==> config.mk <==
export PLATFORM = sky130hd
export DESIGN_NAME = rr_arb4_flat
export DESIGN_NICKNAME = d
export VERILOG_FILES = /design/src/rtl/rr_arb4_if.sv /design/src/rtl/rr_arb4.sv /design/src/flat_wrapper.sv
export SDC_FILE = /design/constraint.sdc
export NUM_CORES = 1
export LEC_CHECK = 0
export ABC_AREA = 1
export CORE_ASPECT_RATIO = 0.9
export CORE_MARGIN = 2
export CORE_UTILIZATION = 50
export CTS_CLUSTER_SIZE = 8
export DETAILED_ROUTE_END_ITERATION = 10
export DONT_BUFFER_PORTS = 1
export PLACE_DENSITY = 0.66
export SYNTH_ARGS = -nofsm -noshare
export SYNTH_HDL_FRONTEND = slang
export SYNTH_SLANG_ARGS = --single-unit
==> constraint.sdc <==
create_clock -name clk -period 1.85 [get_ports clk]
set_clock_uncertainty 0.2 [all_clocks]
set_input_delay 0.185 -clock clk [delete_from_list [all_inputs] [get_ports clk]]
set_output_delay 0.185 -clock clk [all_outputs]
set_load 0.02 [all_outputs]
==> src/rtl/rr_arb4_if.sv <==
// Handshake bundle between the requesting blocks and the rr_arb4 arbiter.
// The master modport is the requester side; the slave modport is the arbiter.
interface rr_arb4_if;
    logic       en;
    logic [3:0] req;
    logic       done;
    logic [3:0] grant;
    logic [1:0] grant_id;
    logic       grant_valid;
    logic [7:0] grant_cnt;
    logic       timeout;

    modport master (
        output en, req, done,
        input  grant, grant_id, grant_valid, grant_cnt, timeout
    );

    modport slave (
        input  en, req, done,
        output grant, grant_id, grant_valid, grant_cnt, timeout
    );
endinterface

==> src/rtl/rr_arb4.sv <==
// rr_arb4: 4-way round-robin arbiter with a held grant released by done or
// by the owner withdrawing its request. Grant is issued one-hot and encoded.
// A mandatory IDLE bubble separates consecutive grants.
// Optional macro ARB_TIMEOUT_EN adds a hold counter that force-releases a
// grant after MAX_HOLD cycles and pulses timeout for one cycle.
module rr_arb4 #(
    parameter int MAX_HOLD = 15
) (
    input  logic       clk,
    input  logic       rst_n,
    rr_arb4_if.slave   bus
);

    typedef enum logic {IDLE, BUSY} state_e;

    state_e     state_q;
    logic [1:0] ptr_q;
    logic [3:0] grant_q;
    logic [1:0] grant_id_q;
    logic       grant_valid_q;
    logic [7:0] grant_cnt_q;
    logic       timeout_q;

    logic       pick_vld;
    logic [1:0] pick_id;
    logic       rel_normal;
    logic       rel_force;

    // MAX_HOLD is only meaningful in 2..255; reject other values at elaboration
    if (MAX_HOLD < 2 || MAX_HOLD > 255) begin : g_bad_max_hold
        $error("rr_arb4: MAX_HOLD must be in the range 2..255");
    end

    // Scan req starting at ptr and wrapping; the lowest offset with a set bit wins
    always_comb begin
        pick_vld = 1'b0;
        pick_id  = ptr_q;
        for (int k = 3; k >= 0; k--) begin
            if (bus.req[ptr_q + 2'(k)]) begin
                pick_vld = 1'b1;
                pick_id  = ptr_q + 2'(k);
            end
        end
    end

    // Normal release: owner reports done or stops requesting
    assign rel_normal = (state_q == BUSY) && (bus.done || !bus.req[grant_id_q]);

`ifdef ARB_TIMEOUT_EN
    logic [7:0] hold_q;

    // A normal release in the same cycle wins, so no timeout pulse then
    assign rel_force = (state_q == BUSY) && !rel_normal
                       && (hold_q == 8'(MAX_HOLD - 1));

    // Hold counter: cleared when a grant is issued, counts every BUSY cycle
    always_ff @(posedge clk or negedge rst_n) begin
        if (!rst_n) begin
            hold_q <= 8'd0;
        end else if (state_q == IDLE) begin
            if (bus.en && pick_vld) begin
                hold_q <= 8'd0;
            end
        end else begin
            hold_q <= hold_q + 8'd1;
        end
    end
`else
    assign rel_force = 1'b0;
`endif

    // Arbiter FSM with all outputs registered
    always_ff @(posedge clk or negedge rst_n) begin
        if (!rst_n) begin
            state_q       <= IDLE;
            ptr_q         <= 2'd0;
            grant_q       <= 4'b0000;
            grant_id_q    <= 2'd0;
            grant_valid_q <= 1'b0;
            grant_cnt_q   <= 8'd0;
            timeout_q     <= 1'b0;
        end else begin
            timeout_q <= 1'b0;
            case (state_q)
                IDLE: begin
                    if (bus.en && pick_vld) begin
                        grant_q       <= 4'b0001 << pick_id;
                        grant_id_q    <= pick_id;
                        grant_valid_q <= 1'b1;
                        grant_cnt_q   <= grant_cnt_q + 8'd1;
                        state_q       <= BUSY;
                    end
                end
                BUSY: begin
                    // grant_id keeps its value so the datapath select stays stable
                    if (rel_normal || rel_force) begin
                        grant_q       <= 4'b0000;
                        grant_valid_q <= 1'b0;
                        ptr_q         <= grant_id_q + 2'd1;
                        timeout_q     <= rel_force;
                        state_q       <= IDLE;
                    end
                end
                default: state_q <= IDLE;
            endcase
        end
    end

    assign bus.grant       = grant_q;
    assign bus.grant_id    = grant_id_q;
    assign bus.grant_valid = grant_valid_q;
    assign bus.grant_cnt   = grant_cnt_q;
    assign bus.timeout     = timeout_q;

endmodule

==> src/flat_wrapper.sv <==
// flat-port wrapper written by rule: the top's interface ports become plain ports
module rr_arb4_flat 
#(
    parameter int MAX_HOLD = 15
)
  (clk, rst_n, bus_en, bus_req, bus_done, bus_grant, bus_grant_id, bus_grant_valid, bus_grant_cnt, bus_timeout);
  rr_arb4_if bus_i ();
  input  logic clk;
  input  logic rst_n;
  input wire logic [$bits(bus_i.en)-1:0] bus_en;
  input wire logic [$bits(bus_i.req)-1:0] bus_req;
  input wire logic [$bits(bus_i.done)-1:0] bus_done;
  output wire logic [$bits(bus_i.grant)-1:0] bus_grant;
  output wire logic [$bits(bus_i.grant_id)-1:0] bus_grant_id;
  output wire logic [$bits(bus_i.grant_valid)-1:0] bus_grant_valid;
  output wire logic [$bits(bus_i.grant_cnt)-1:0] bus_grant_cnt;
  output wire logic [$bits(bus_i.timeout)-1:0] bus_timeout;
  assign bus_i.en = bus_en;
  assign bus_i.req = bus_req;
  assign bus_i.done = bus_done;
  assign bus_grant = bus_i.grant;
  assign bus_grant_id = bus_i.grant_id;
  assign bus_grant_valid = bus_i.grant_valid;
  assign bus_grant_cnt = bus_i.grant_cnt;
  assign bus_timeout = bus_i.timeout;
  rr_arb4 #(.MAX_HOLD(MAX_HOLD)) u_core (.clk(clk), .rst_n(rst_n), .bus(bus_i));
endmodule
-- Word level (Yosys, flattened, before mapping)
Cells that the tools add are included.
- register bits: 18
- output and inout bits: 16
- bits of input ports: 8
- logic and storage cells: 54
- equality and inequality tests: 2
- reduce and logical (&&, ||, !) cells: 7
- add/subtract/negate cells: 5
- muxes and demuxes: 27
- bitwise logic cells: 1
- magnitude comparators: 5
- shift-type cells: 1
- operators with widths (operator ; count):
    2-bit by 3-bit less-than comparator with 1-bit output (second input constant) ; 5
    1-bit two-way mux ; 13
    1-bit binary-select mux with 2-bit select ; 5
    8-bit by 1-bit adder with 8-bit output (second input constant) ; 1
    2-bit two-way mux ; 4
    4-bit two-way mux ; 2
    4-bit case mux with 2 select lines ; 1
    2-bit AND reduction ; 3
    2-bit by 1-bit adder with 2-bit output (second input constant) ; 2
    2-bit adder (second input constant) ; 2
    1-bit case mux with 2 select lines ; 2
    1-bit by 2-bit left shift with 4-bit output (first input constant) ; 1
    1-bit logical AND ; 2
    2-bit by 1-bit inequality test with 1-bit output (second input constant) ; 1
    2-bit inequality test (second input constant) ; 1
    1-bit logical NOT ; 1
    1-bit logical OR ; 1
    1-bit inverter ; 1

-- Logic depth before layout (Yosys ltp)
- word-level depth: 10
- depth in mapped cells: 13
- mapped depth without buffers: 12

-- Least setup slack after synthesis
Ideal clock, no wire load.
- path type: flip-flop to flip-flop
- from: reg u_core.ptr_q[0]
- to: reg u_core.grant_cnt_q[2] (netlist: u_core.bus.grant_cnt[2])
- setup time: 130 ps
- arrival: 1304 ps
- stages on the path, launching flop included: 14
- period minus slack after synthesis: 1635 ps
- data required time: 1520 ps
- setup slack: 215 ps
- cell sequence: dfrtp_1 buf_6 inv_4 nand2_1 nand2_1 nand2_2 nand2_2 nor2_1 nand2_1 nand2_2 inv_2 buf_6 nand2_2 xnor2_1
- word-level cells in the longest chain between the ends: 9
- ends and longest elaborated chain (element ; line ; source):
    start: declaration ; rr_arb4.sv:17 ; logic [1:0] ptr_q;
    start signal: assignment ; rr_arb4.sv:99 ; ptr_q <= grant_id_q + 2'd1;
    2-bit adder ; rr_arb4.sv:39 ; if (bus.req[ptr_q + 2'(k)]) begin
    1-bit binary-select mux with 2-bit select ; rr_arb4.sv:39 ;
    1-bit two-way mux (not written as such) ; rr_arb4.sv:39 ;
    1-bit two-way mux (3 in a row) ; rr_arb4.sv:39 ;
    1-bit two-way mux (*) ; rr_arb4.sv:39 ;
    1-bit logical AND (*) ; rr_arb4.sv:86 ; if (bus.en && pick_vld) begin
    2-bit AND reduction (no source line) (*) ; -- ;
    end signal: assignment ; rr_arb4.sv:90 ; grant_cnt_q <= grant_cnt_q + 8'd1;
    end: declaration ; rr_arb4.sv:21 ; logic [7:0] grant_cnt_q;
Every way passes the cells marked *; elsewhere a longest branch is shown, timed or not. The select of a mux whose other input is x is not followed.
A chain may end at the register's enable or synchronous reset.

-- Worst setup path in the final report
- from: reg u_core.ptr_q[1]
- to: reg u_core.grant_cnt_q[1] (netlist: u_core.bus.grant_cnt[1])
The elaborated chain is that of the path after synthesis.

==> impl_results.md <==
* Outcome: finished clean
* Cell variety after synth at 22
* Root buffer cell: clkbuf_4
* DP Wirelength at between 1500 and 2000 µm
* Crit path required time at 1840 ps
* WL/cell at 13.04 µm
* Grt ovf at 0
* Die ar. at ~0.0025 mm²
* Crit-path max FO at 6
* Final wirelength at 2412 µm
* Post-Synth Adder-Cell Area at 0.01164
* Via/cell ratio at ~5.3
* Worst Setup End Kind: register
* Clock H-tree levels at 1
* Clock Tree Buf Depth at 2
* Multiplexer area fraction after synthesis at 0
* Leak at between 0.6 and 0.7 nW
* Slew @ Worst Pin at about 790 ps
* Compound-Gate Fraction of Synth Area at 0.05704
* WHS Path Cells at 6
* CTS Sinks at 18
* Crit path max-delay cell type: dfrtp_2
* Final hold vios at 0
* Max capacitance violation total at 0
* DR DRC count at 0
* Die W at 52.87 µm
* First-pass GRT wire length at between 3000 and 4000 µm
* Final setup fails at 0
* Worst reg2reg startpoint: u_core.ptr_q[1]
* First DRT Iteration DRCs at 23
* Clk Latency, worst-skew pair at about 300 ps
* Final core utilization at 0.6603
* Fmax at approximately 550 MHz
* Share of the yosys chip area belonging to registers at 0.4191
* Worst-path clk slew at 110 ps
* Initial antenna violation count at 0
* Dpl cell area at 0.001119 mm²
* # rows at 15
* Maximum VDD drop at 1.011 mV
* Largest cells by area after synthesis: dfrtp_1 (42%), nand2_1 (23%), nand3_1 (4.7%)
* Fin area at 0.001301 mm²
* WS Path Type: register to register
* Clock tree from TritonCTS: yes
* Critical path buffers and inverters at 3
* CTS Buf Count at 3
* Fillcell total at 181
* Max Slew Vio Count at 0
* Die H at approximately 48 µm
* Syn_area_per_cell at just over 7 µm²
* Mapped Cells at around 150
* Yosys synthesis warning count at 0
* RSZ-0062 raised after global routing: true
* Largest family of logic cells by synthesized area: simple AND/OR/NAND/NOR gates
* Core Region at between 0.0015 and 0.002 mm²
* Number of diodes at 0
* Vias in the first global route at about 830
* Share of the synthesized area in the top cell type at 0.4191
* GPL Wtd Cong at ~0.94
* Crit path time final at between 1500 and 2000 ps
* PwrDens at about 1900 mW/mm²
* WP data arrival at between 1500 and 2000 ps
* Routed vias at 980
* Final WS setup at 17.38 ps
* RR Endpoint: u_core.bus.grant_cnt[1]
* Worst-path cell chain: inv_4 > nand2_1 > nand2_2 > nand2_2 > nand2_2 > nor2_1 > nand2_1 > nand2_2 > clkinv_4 > buf_4 > nand2_1 > nand2_1
* Synth Net Count at 157
* Top cell type by total area after synthesis: dfrtp_1
* Setup slack, reg-to-reg at around 17 ps
* Cell family with most CP delay: simple AND/OR/NAND/NOR gates
* Post-Place Worst Slack at -11.52 ps
* Final nets at 170
* Min-Delay Path Class: input pin to register
* First-pass detailed-route iteration total at 4
* DRT antenna net count at 0
* Worst Hold End: u_core.bus.grant_cnt[4]
* PortBufs at 0
* Hold Path Origin: bus_en
* Initial Util at 0.5454
* Area grow syn2layout at 21.07%
* Share of post-route cells with drive strength above 1 at 0.2625
* Worst reg2reg path depth at 12
* Largest stage delay on the critical path at between 400 and 500 ps
* Worst rel slew slack at 0.4703
* Gr usage total at 0.1985
* Synth Register Bits at 18
* Mapped cell area at between 0.001 and 0.0015 mm²
* Largest net degree at the start of global routing at 19
* Simple-gate area share of the yosys netlist at 0.3539
* I/O pins at 24
* Period utilisation layout at 0.9906
* XOR/XNOR Fraction of Synth Area at 0.06519
* Setup tns final at 0 ps
* Critical Path Source Type: register
-- layout make-up --
cell class              instances  area, µm²  share of cell area
clock buffers                   4      36.28             0.02788
inverters                      15      66.31             0.05096
multi-input cells             111      599.3              0.4606
flip-flops and latches         18      452.9              0.3481
well taps                      25      31.28             0.02404
repair buffers                 12      115.1             0.08846
-- metal layers --
metal / wire length (µm) / share of wire / track usage
met1: 1122 / 0.47 / 0.2827
met2: 1098 / 0.46 / 0.3025
met3: 172 / 0.071 / 0.07500
met4: 19 / 0.0079 / 0.01538
met5: 0 / 0 / 0
-- kinds of logic after synthesis --
logic type | Yosys count
xor+xnor | 8
other cells | 1
buf+inv | 19
flops | 18
fa+ha+maj | 1
compound gates | 10
simple gates | 91
-- flip-flops by register name, summed over array words and instances, names as in the netlist --
name                    count
u_core.bus.grant_cnt        8
u_core.bus.grant            4
u_core.bus.grant_id         2
u_core.ptr_q                2
u_core.bus.grant_valid      1
u_core.state_q              1
-- repair_timing --
item                                    in CTS  in global routing
pin swaps                                    0                 11
setup buffers                                0                  5
resized for setup                            2                 28
endpoints found under the setup margin       3                  7
endpoints found under the hold margin       19                  0
hold buffers                                 2                  0
-- worst max-delay path by stage --
stage / startpoint / end / slack, ps / cells past startpoint
final: u_core.ptr_q[1] / u_core.bus.grant_cnt[1] / 20 / 12
after global routing: u_core.ptr_q[0] / u_core.bus.grant[2] / -110 / 12
after CTS: u_core.ptr_q[0] / u_core.bus.grant[2] / 50 / 11
after detailed placement: u_core.ptr_q[0] / u_core.bus.grant[2] / -10 / 12
after global placement: u_core.ptr_q[0] / u_core.bus.grant[0] / 40 / 10
after floorplan: u_core.ptr_q[0] / u_core.bus.grant_cnt[2] / 220 / 13
-- synth_stat cells --
library cell and number:
buf_6 2, nor2_1 4, xor2_1 3, xnor2_1 5
conb_1 1, nand2_1 66, nand4_1 5, nand2_2 5
ha_1 1, inv_2 2, nor3_1 1, o211ai_1 1
a21o_1 1, inv_4 1, a21boi_0 1, dfrtp_1 18
buf_4 2, a21oi_1 1, o21ai_0 5, inv_1 12
a21oi_2 1, nand3_1 10
-- worst min-delay path, stage by stage --
cell      delay (ps)
nand2_1           40
inv_1             60
nand2_2           90
clkinv_4          90
nand2_1           50
nand2_1           50
-- cells in the final DEF (no fill, tap or decap), types with 2 or more instances in the layout --
cell / Yosys / routed
clkbuf_4: 0 / 3
dfrtp_1: 18 / 16
o21ai_0: 5 / 5
nand3_1: 10 / 6
buf_6: 2 / 2
nand3_2: 0 / 4
buf_4: 2 / 7
nor2_1: 4 / 2
xor2_1: 3 / 3
nand2_2: 5 / 15
nor2_4: 0 / 2
inv_1: 12 / 12
xnor2_1: 5 / 5
inv_4: 1 / 2
dfrtp_2: 0 / 2
dlygate4sd3_1: 0 / 2
nand4_1: 5 / 5
nand2_1: 66 / 56
-- stage by stage --
stage,hold slack [ps],total power [mW],instances
6_report,85.91,2.430,185
5_1_grt,115.5,2.648,185
4_1_cts,85.51,2.173,180
3_5_place_dp,-310.1,1.918,174
3_3_place_gp,-309.9,1.904,174
2_1_floorplan,-310.6,1.677,148
-- power breakdown --
| group | switching, mW | leakage (nW) | total (mW) | internal, mW |
|---|---|---|---|---|
| Clock | 0.121 | 0.0210 | 0.241 | 0.120 |
| Sequential | 0.327 | 0.227 | 0.873 | 0.546 |
| Combinational | 0.778 | 0.450 | 1.32 | 0.538 |
No activity file was read; power rests on OpenSTA's default activity.
